## src/rtl/axi_rr_arbiter.sv

```systemverilog
// Round-robin arbiter sharing one ID-less AXI slave port between NUM_M masters.
// The write and read paths have separate grant FSMs and separate rotation pointers.
module axi_rr_arbiter #(
    parameter int NUM_M      = 2,
    parameter int ADDR_WIDTH = 10,
    parameter int DATA_WIDTH = 32,
    parameter int USER_WIDTH = 1
) (
    input  logic                              aclk,
    input  logic                              areset,
    // master-side write address / data / response
    input  logic [NUM_M*ADDR_WIDTH-1:0]       m_awaddr,
    input  logic [NUM_M*8-1:0]                m_awlen,
    input  logic [NUM_M-1:0]                  m_awvalid,
    output logic [NUM_M-1:0]                  m_awready,
    input  logic [NUM_M*DATA_WIDTH-1:0]       m_wdata,
    input  logic [NUM_M*(DATA_WIDTH/8)-1:0]   m_wstrb,
    input  logic [NUM_M-1:0]                  m_wlast,
    input  logic [NUM_M*USER_WIDTH-1:0]       m_wuser,
    input  logic [NUM_M-1:0]                  m_wvalid,
    output logic [NUM_M-1:0]                  m_wready,
    output logic [NUM_M*2-1:0]                m_bresp,
    output logic [NUM_M*USER_WIDTH-1:0]       m_buser,
    output logic [NUM_M-1:0]                  m_bvalid,
    input  logic [NUM_M-1:0]                  m_bready,
    // master-side read address / data
    input  logic [NUM_M*ADDR_WIDTH-1:0]       m_araddr,
    input  logic [NUM_M*8-1:0]                m_arlen,
    input  logic [NUM_M-1:0]                  m_arvalid,
    output logic [NUM_M-1:0]                  m_arready,
    output logic [NUM_M*DATA_WIDTH-1:0]       m_rdata,
    output logic [NUM_M-1:0]                  m_rlast,
    output logic [NUM_M*USER_WIDTH-1:0]       m_ruser,
    output logic [NUM_M*2-1:0]                m_rresp,
    output logic [NUM_M-1:0]                  m_rvalid,
    input  logic [NUM_M-1:0]                  m_rready,
    // slave side
    output logic [ADDR_WIDTH-1:0]             s_awaddr,
    output logic [7:0]                        s_awlen,
    output logic                              s_awvalid,
    input  logic                              s_awready,
    output logic [DATA_WIDTH-1:0]             s_wdata,
    output logic [DATA_WIDTH/8-1:0]           s_wstrb,
    output logic                              s_wlast,
    output logic [USER_WIDTH-1:0]             s_wuser,
    output logic                              s_wvalid,
    input  logic                              s_wready,
    input  logic [1:0]                        s_bresp,
    input  logic [USER_WIDTH-1:0]             s_buser,
    input  logic                              s_bvalid,
    output logic                              s_bready,
    output logic [ADDR_WIDTH-1:0]             s_araddr,
    output logic [7:0]                        s_arlen,
    output logic                              s_arvalid,
    input  logic                              s_arready,
    input  logic [DATA_WIDTH-1:0]             s_rdata,
    input  logic                              s_rlast,
    input  logic [USER_WIDTH-1:0]             s_ruser,
    input  logic [1:0]                        s_rresp,
    input  logic                              s_rvalid,
    output logic                              s_rready
);

    localparam int IDX_W  = $clog2(NUM_M);
    localparam int STRB_W = DATA_WIDTH / 8;

    typedef enum logic [1:0] {W_IDLE, W_ADDR, W_DATA, W_RESP} w_state_e;
    typedef enum logic [1:0] {R_IDLE, R_ADDR, R_DATA} r_state_e;

    w_state_e         w_state_q, w_state_d;
    r_state_e         r_state_q, r_state_d;
    logic [IDX_W-1:0] wgnt_q, wgnt_d, wptr_q, wptr_d;
    logic [IDX_W-1:0] rgnt_q, rgnt_d, rptr_q, rptr_d;

    // First requester at or after ptr, searching cyclically.
    function automatic logic [IDX_W-1:0] rr_pick(input logic [NUM_M-1:0] req,
                                                 input logic [IDX_W-1:0] ptr);
        logic [IDX_W-1:0] sel;
        int               idx;
        sel = ptr;
        for (int k = NUM_M - 1; k >= 0; k--) begin
            idx = (int'(ptr) + k) % NUM_M;
            if (req[idx]) sel = IDX_W'(idx);
        end
        return sel;
    endfunction

    function automatic logic [IDX_W-1:0] rr_next(input logic [IDX_W-1:0] g);
        return (g == IDX_W'(NUM_M - 1)) ? '0 : g + IDX_W'(1);
    endfunction

    // NOTE: state registers use non-blocking assignments so every flop samples pre-edge values.
    always_ff @(posedge aclk) begin
        if (areset) begin
            w_state_q <= W_IDLE;
            r_state_q <= R_IDLE;
            wgnt_q    <= '0;
            wptr_q    <= '0;
            rgnt_q    <= '0;
            rptr_q    <= '0;
        end else begin
            w_state_q <= w_state_d;
            r_state_q <= r_state_d;
            wgnt_q    <= wgnt_d;
            wptr_q    <= wptr_d;
            rgnt_q    <= rgnt_d;
            rptr_q    <= rptr_d;
        end
    end

    // NOTE: every always_comb output gets a default first so no path can infer a latch.
    always_comb begin
        w_state_d = w_state_q;
        wgnt_d    = wgnt_q;
        wptr_d    = wptr_q;
        case (w_state_q)
            W_IDLE: if (|m_awvalid) begin
                wgnt_d    = rr_pick(m_awvalid, wptr_q);
                w_state_d = W_ADDR;
            end
            W_ADDR: if (m_awvalid[wgnt_q] && s_awready) w_state_d = W_DATA;
            W_DATA: if (m_wvalid[wgnt_q] && s_wready && m_wlast[wgnt_q]) w_state_d = W_RESP;
            W_RESP: if (s_bvalid && m_bready[wgnt_q]) begin
                w_state_d = W_IDLE;
                wptr_d    = rr_next(wgnt_q);
            end
            default: w_state_d = W_IDLE;
        endcase
    end

    always_comb begin
        r_state_d = r_state_q;
        rgnt_d    = rgnt_q;
        rptr_d    = rptr_q;
        case (r_state_q)
            R_IDLE: if (|m_arvalid) begin
                rgnt_d    = rr_pick(m_arvalid, rptr_q);
                r_state_d = R_ADDR;
            end
            R_ADDR: if (m_arvalid[rgnt_q] && s_arready) r_state_d = R_DATA;
            R_DATA: if (s_rvalid && m_rready[rgnt_q] && s_rlast) begin
                r_state_d = R_IDLE;
                rptr_d    = rr_next(rgnt_q);
            end
            default: r_state_d = R_IDLE;
        endcase
    end

    // Write-path muxing; everything is held at zero while reset is asserted.
    always_comb begin
        s_awaddr  = '0;
        s_awlen   = '0;
        s_awvalid = 1'b0;
        m_awready = '0;
        s_wdata   = '0;
        s_wstrb   = '0;
        s_wlast   = 1'b0;
        s_wuser   = '0;
        s_wvalid  = 1'b0;
        m_wready  = '0;
        m_bresp   = '0;
        m_buser   = '0;
        m_bvalid  = '0;
        s_bready  = 1'b0;
        if (!areset) begin
            case (w_state_q)
                W_ADDR: begin
                    s_awaddr          = m_awaddr[int'(wgnt_q)*ADDR_WIDTH +: ADDR_WIDTH];
                    s_awlen           = m_awlen[int'(wgnt_q)*8 +: 8];
                    s_awvalid         = m_awvalid[wgnt_q];
                    m_awready[wgnt_q] = s_awready;
                end
                W_DATA: begin
                    s_wdata          = m_wdata[int'(wgnt_q)*DATA_WIDTH +: DATA_WIDTH];
                    s_wstrb          = m_wstrb[int'(wgnt_q)*STRB_W +: STRB_W];
                    s_wlast          = m_wlast[wgnt_q];
                    s_wuser          = m_wuser[int'(wgnt_q)*USER_WIDTH +: USER_WIDTH];
                    s_wvalid         = m_wvalid[wgnt_q];
                    m_wready[wgnt_q] = s_wready;
                end
                W_RESP: begin
                    m_bresp[int'(wgnt_q)*2 +: 2]                   = s_bresp;
                    m_buser[int'(wgnt_q)*USER_WIDTH +: USER_WIDTH] = s_buser;
                    m_bvalid[wgnt_q]                               = s_bvalid;
                    s_bready                                       = m_bready[wgnt_q];
                end
                default: ;
            endcase
        end
    end

    always_comb begin
        s_araddr  = '0;
        s_arlen   = '0;
        s_arvalid = 1'b0;
        m_arready = '0;
        m_rdata   = '0;
        m_rlast   = '0;
        m_ruser   = '0;
        m_rresp   = '0;
        m_rvalid  = '0;
        s_rready  = 1'b0;
        if (!areset) begin
            case (r_state_q)
                R_ADDR: begin
                    s_araddr          = m_araddr[int'(rgnt_q)*ADDR_WIDTH +: ADDR_WIDTH];
                    s_arlen           = m_arlen[int'(rgnt_q)*8 +: 8];
                    s_arvalid         = m_arvalid[rgnt_q];
                    m_arready[rgnt_q] = s_arready;
                end
                R_DATA: begin
                    m_rdata[int'(rgnt_q)*DATA_WIDTH +: DATA_WIDTH] = s_rdata;
                    m_rlast[rgnt_q]                                = s_rlast;
                    m_ruser[int'(rgnt_q)*USER_WIDTH +: USER_WIDTH] = s_ruser;
                    m_rresp[int'(rgnt_q)*2 +: 2]                   = s_rresp;
                    m_rvalid[rgnt_q]                               = s_rvalid;
                    s_rready                                       = m_rready[rgnt_q];
                end
                default: ;
            endcase
        end
    end

endmodule

```

## config.mk

```make
export PLATFORM = sky130hd
export DESIGN_NAME = axi_rr_arbiter
export DESIGN_NICKNAME = d
export VERILOG_FILES = /design/src/rtl/axi_rr_arbiter.sv
export SDC_FILE = /design/constraint.sdc
export NUM_CORES = 1
export LEC_CHECK = 0
export CAP_MARGIN = 15
export CORE_AREA = 4 4 141 143
export CTS_CLUSTER_SIZE = 10
export DETAILED_ROUTE_END_ITERATION = 16
export DIE_AREA = 0 0 145 147
export GPL_TIMING_DRIVEN = 1
export SYNTH_ARGS = -nofsm -noshare
export SYNTH_HDL_FRONTEND = slang
export SYNTH_SLANG_ARGS = --single-unit
```

## constraint.sdc

```tcl
create_clock -name aclk -period 2.3 [get_ports aclk]
set_clock_uncertainty 0.2 [all_clocks]
set_input_delay 0.345 -clock aclk [delete_from_list [all_inputs] [get_ports aclk]]
set_output_delay 0.345 -clock aclk [all_outputs]
set_load 0.01 [all_outputs]
```

==> flow_summary_export.csv, run 1 <==
group,metric,value,unit
logic_synthesis,syn_nets,555,
floorplan,core_area,18580,µm²
critical_path,end_kind,"primary output",
detailed_routing,drc,0,
sta,drv_slew,0,
sta,relSlewSlack,78.58,%
floorplan,start_util,12.67,%
sta,final.min_clock_period,2.249,ns
detailed_routing,wl_per_cell,16.11,µm
floorplan,row_count,50,
logic_synthesis,ys_ff_latch,8,
global_route,antenna_found_initial,0,
place,hpwl,13060,µm
global_route,grt_pass1_wl,23530,µm
floorplan,io_pins,371,
outcome,status,"completed",
critical_path,critPathRequiredTime,1.75,ns
logic_synthesis,seq_area_frac_synth,6.801,%
critical_path,startpoint_type,"input pin",
layout,antenna_cells,0,
power_and_ir_drop,power,0.002043,W
clock_network,cts_tree,"yes",
place,place_congestion,0.8374,
logic_synthesis,syn_area,2355,µm²
logic_synthesis,syn_avg_cell_area,6.806,µm²
layout,synthToLayoutAreaGrowth,186.3,%
sta,period_share,97.80,%
clock_network,clock_sinks,8,
sta,worst_slew_pin_slew,0.3124,ns
global_route,grt_overflow_total,0,
clock_network,numCtsBuffers,3,
global_route,grt_pass1_vias,4077,
detailed_routing,drtPass1Iterations,4,
global_route,track_usage,13.74,%
global_route,grt_max_degree,22,
detailed_routing,drtIter0Drc,102,
critical_path,r2r_slack,0.42,ns
sta,max_freq,444.6,MHz
clock_network,h-tree-depth,1,
floorplan,fp.dieW,145,µm
critical_path,worstPathArrival,1.70,ns
clock_network,clk_pin_slew_worst_paths,0.04,ns
critical_path,critPathKind,"in -> out",
place,portBuffers,370,
layout,fin_nets,951,
sta,setup_violations,0,
sta,rsz0062_at_grt,"no",
clock_network,insertion_delay,0.23,ns
clock_network,hold_buffers,0,
layout,final_cell_mix,"201 x clkdlybuf4s50_1, 110 x dlygate4sd2_1, 92 x nor2_1",
layout,layout_commonest_cell,"clkdlybuf4s50_1",
power_and_ir_drop,p_per_area,303.1,nW/µm²
logic_synthesis,synth_cell_types,31,
min_path,hp-class,"reg -> reg",
place,dpl-instance-area,6559,µm²
clock_network,cts_root_buf,"clkbuf_16",
power_and_ir_drop,ir_drop,0.1735,mV
logic_synthesis,netlist_instances,346,
sta,hold_viol_final,0,
critical_path,crit_fanout,18,
clock_network,clockBufferDepth,2,
detailed_routing,viasPerCell,3.933,
detailed_routing,routed_wl,15710,µm
layout,stdcell_area,6743,µm²
run,drv_cap,0,
layout,drive_gt1_share,10.53,%
detailed_routing,via_count,3835,
logic_synthesis,synth_warnings,0,
power_and_ir_drop,power_leakage,3.400,nW
floorplan,die-area,21320,µm²
detailed_routing,antenna_left,0,
floorplan,die_y,147,µm
## per-layer routing
layer	track usage, %	part of all wire [%]	vias to the layer above
li1	-	-	1932
met3	4.596	8.6	6
met2	26.53	52	222
met4	1.948	0.78	0
met5	0	0	-
met1	14.85	38	1675
## logic make-up after synthesis
group | after synthesis | synth area share (%)
AND/OR/NAND/NOR | 206 | 44.79
AO/OA/AOI/OAI | 13 | 4.943
buffers and inverters | 33 | 6.323
adder cells (fa/ha/maj) | 5 | 2.657
flip-flops | 8 | 6.801
multiplexers | 81 | 34.48
## final cells by class
cell class / count / area, µm²
fill: 1931 / 11840
timing repair buffer: 418 / 4091
multi-input combinational: 305 / 2092
tap: 234 / 292.8
sequential: 8 / 165.2
clock buffer: 4 / 78.83
inverter: 6 / 22.52
## per-stage QoR
stage          setup slack (ns)  hold WS [ns]  util (%)  setup TNS [ns]  instances
3_5_place_dp            -0.3601        0.3107     35.30          -46.59        960
2_1_floorplan            0.4496        0.2683         -               0        346
3_3_place_gp            -0.3513        0.2890     35.30          -45.34        960
4_1_cts                0.004402        0.3200     35.86               0        975
5_1_grt              0.00004752        0.3498     36.29               0        975
6_report                0.05056        0.3156     36.29               0        975
## synth_stat cells (all sizes together)
cell     instances  area share [%]
a2bb2oi          1            0.37
clkbuf          12             1.9
a21oi            2            0.43
a211oi           1            0.32
and3b            1            0.37
nand2b          15             4.0
ha               5             2.7
nand2            6            0.96
buf             15             3.5
o21bai           1            0.32
nor3             6             1.7
nor2            93              15
nand3            1            0.21
nor3b            2            0.64
and2            74              20
a31oi            1            0.27
nor2b            2            0.53
a2111oi          1             1.2
a32oi            2            0.74
o21a             1            0.32
o31ai            1            0.32
dfxtp            8             6.8
and3             4             1.1
mux2i           80              34
and4b            2            0.85
a21boi           1            0.32
o21ai            1            0.37
mux2             1            0.48
inv              6            0.96
## where the power goes
part           total (W)  internal (W)  leakage (nW)  switching [W]
combinational    0.00154      0.000901          3.30       0.000640
sequential      0.000203      0.000169        0.0668      0.0000342
clock           0.000299      0.000231        0.0382      0.0000679
## final timing paths
| check | from | to | depth (start not counted) |
|---|---|---|---|
| min | wptr_q | wptr_q | 2 |
| max reg2reg | wgnt_q | w_state_q[0] | 5 |
| max | areset | m_rdata[56] | 8 |
| min reg2reg | wptr_q | wptr_q | 2 |
## sequential cells by signal, summed over array words and instances, names as in the netlist
name       count
r_state_q      2
rgnt_q         1
w_state_q      2
wgnt_q         1
rptr_q         1
wptr_q         1
## critical path: stages
cell and delay, ns:
dlygate4sd2_1 0.24, buf_6 0.14, buf_4 0.14, nor3_4 0.16, buf_6 0.14, buf_16 0.13, and2_1 0.12, dlygate4sd2_1 0.27
## what timing repair did
action                                  CTS  global route
endpoints found under the setup margin  167            53
resized for setup                       214            43
pin swaps                                 2             1
cloned                                    3             0
buffers inserted                          8             0
Note: power is estimated with default switching activity, not from simulation.
==> inputs of run 2 (changes only) <==
- REMOVE_ABC_BUFFERS: default -> 1
==> flow_summary_export.csv, run 2 (synthesized netlist as in run 1, its figures left out) <==
group,metric,value,unit
outcome,status,"completed",
floorplan,die-area,21320,µm²
sta,max_freq,451.0,MHz
layout,fin_nets,944,
power_and_ir_drop,power,0.002068,W
global_route,grt_max_degree,41,
floorplan,row_count,50,
critical_path,critPathKind,"reg -> out",
place,place_congestion,0.7961,
sta,hold_viol_final,0,
min_path,holdCritStartpoint,"rptr_q",
critical_path,crit_fanout,10,
floorplan,core_area,18580,µm²
power_and_ir_drop,ir_drop,0.2579,mV
detailed_routing,wl_per_cell,17.78,µm
detailed_routing,drtIter0Drc,81,
layout,multiInputGateArea,2071,µm²
critical_path,slowest_delay,0.48,ns
layout,instances_no_fill,968,
critical_path,crit_start,"rgnt_q",
sta,relSlewSlack,78.61,%
layout,antenna_cells,0,
clock_network,hold_buffers,0,
power_and_ir_drop,power_leakage,3.470,nW
layout,reg_top3,"r_state_q: 2 flops, w_state_q: 2 flops",
sta,worst_slew_pin_slew,0.3120,ns
sta,drv_slew,0,
critical_path,path_cells,"buf_12, mux2i_1, nor3_1, clkdlybuf4s50_1",
clock_network,numCtsBuffers,3,
critical_path,path_buf_inv,2,
run,drv_cap,0,
critical_path,startpoint_type,"register",
layout,synthToLayoutAreaGrowth,181.9,%
global_route,grt_pass1_vias,4118,
place,hpwl,14340,µm
floorplan,die_y,147,µm
global_route,track_usage,14.81,%
layout,drive_gt1_share,10.08,%
critical_path,crit_family,"buffers and inverters",
layout,final_cell_mix,"204 x clkdlybuf4s50_1, 126 x dlygate4sd2_1, 93 x nor2_1",
detailed_routing,antenna_left,0,
global_route,grt_pass1_wl,25120,µm
clock_network,clockBufferDepth,2,
sta,setup_violations,0,
critical_path,crit_slowest_cell,"clkdlybuf4s50_1",
min_path,hp-class,"reg -> reg",
critical_path,worstPathArrival,1.67,ns
critical_path,r2r_start,"w_state_q[0]",
floorplan,io_pins,371,
detailed_routing,via_count,3834,
layout,regArea,167.7,µm²
layout,layout_commonest_cell,"clkdlybuf4s50_1",
global_route,grt_overflow_total,0,
clock_network,clock_sinks,8,
clock_network,insertion_delay,0.23,ns
power_and_ir_drop,p_per_area,311.6,nW/µm²
floorplan,fp.dieW,145,µm
critical_path,critPathRequiredTime,1.75,ns
clock_network,cts_root_buf,"clkbuf_16",
clock_network,clk_pin_slew_worst_paths,0.04,ns
detailed_routing,drc,0,
place,dpl-instance-area,6534,µm²
layout,finalCoreUtilization,35.72,%
clock_network,cts_tree,"yes",
clock_network,h-tree-depth,1,
layout,fill_cells,2012,
global_route,antenna_found_initial,0,
place,dp_cells,952,
detailed_routing,drtPass1Iterations,4,
layout,stdcell_area,6638,µm²
critical_path,end_kind,"primary output",
sta,final.min_clock_period,2.217,ns
detailed_routing,routed_wl,17210,µm
place,portBuffers,370,
detailed_routing,viasPerCell,3.961,
floorplan,start_util,12.67,%
sta,period_share,96.40,%
-- run 2: cell types whose count changed in the layout (fill, tap and decap cells not counted), sizes merged --
cell and delta:
bufbuf +1, buf -18, clkdlybuf4s50 +3, clkbuf +21
clkdlybuf4s15 -32, dlygate4sd2 +16, dlymetal6s2s +2
-- run 2: cell type report --
cell class                      instances  share of cell area [%]
Clock buffer                            4                   1.188
Inverter                                6                  0.3393
Multi-Input combinational cell        305                   31.20
Sequential cell                         8                   2.526
Tap cell                              234                   4.411
Timing Repair Buffer                  411                   60.34
-- run 2: worst paths after layout --
check / to / slack (ns) / cells after the start
max: s_rready / 0.08 / 4
min: rptr_q / 0.31 / 2
max reg2reg: w_state_q[0] / 0.51 / 7
min reg2reg: rptr_q / 0.31 / 2
-- run 2: power by group --
part           internal [W]  switching [W]
clock              0.000231      0.0000653
combinational      0.000911       0.000664
sequential         0.000168      0.0000297
-- run 2: what timing repair did --
action | in CTS | in global routing
cloned | 3 | 1
gates resized for setup | 156 | 66
setup buffers | 4 | 4
pin swaps | 1 | 2
endpoints found under the setup margin | 167 | 66
-- run 2: worst reg2reg max path, delay by kind of cell, from the launching register on --
family | cells | cell delay (ns)
AOI/OAI and AO/OA | 2 | 0.47
buffers and inverters | 2 | 0.19
muxes | 1 | 0.24
and+or+nand+nor | 1 | 0.07
DFF | 1 | 0.32
adders and majority gates | 1 | 0.22
-- run 2: stage by stage --
stage,hold slack (ns),TNS (ns),worst slack (ns)
floorplan,0.2174,-93.52,-1.359
CTS,0.3161,-1.581,-0.1987
detailed placement,0.3124,-63.63,-0.4980
global placement,0.2836,-60.17,-0.4598
finish,0.3095,0,0.08285
global route,0.3430,-0.04414,-0.01999
-- run 2: routing by layer --
| metal | part of all wire [%] | vias to the layer above | routed length [µm] | global-route usage [%] |
|---|---|---|---|---|
| met3 | 9.2 | 4 | 1586 | 5.059 |
| met5 | 0 | - | 0 | 0 |
| met1 | 40 | 1687 | 6901 | 16.96 |
| li1 | - | 1919 | - | - |
| met4 | 0.45 | 0 | 78 | 0.9501 |
| met2 | 50 | 224 | 8647 | 27.91 |
==> inputs of run 3 (changes only) <==
- CAP_MARGIN: 15 -> 20
- REMOVE_ABC_BUFFERS: 1 -> default
==> results of run 3 <==
Same layout as run 1: the final DEF is identical, and so are final timing and power.
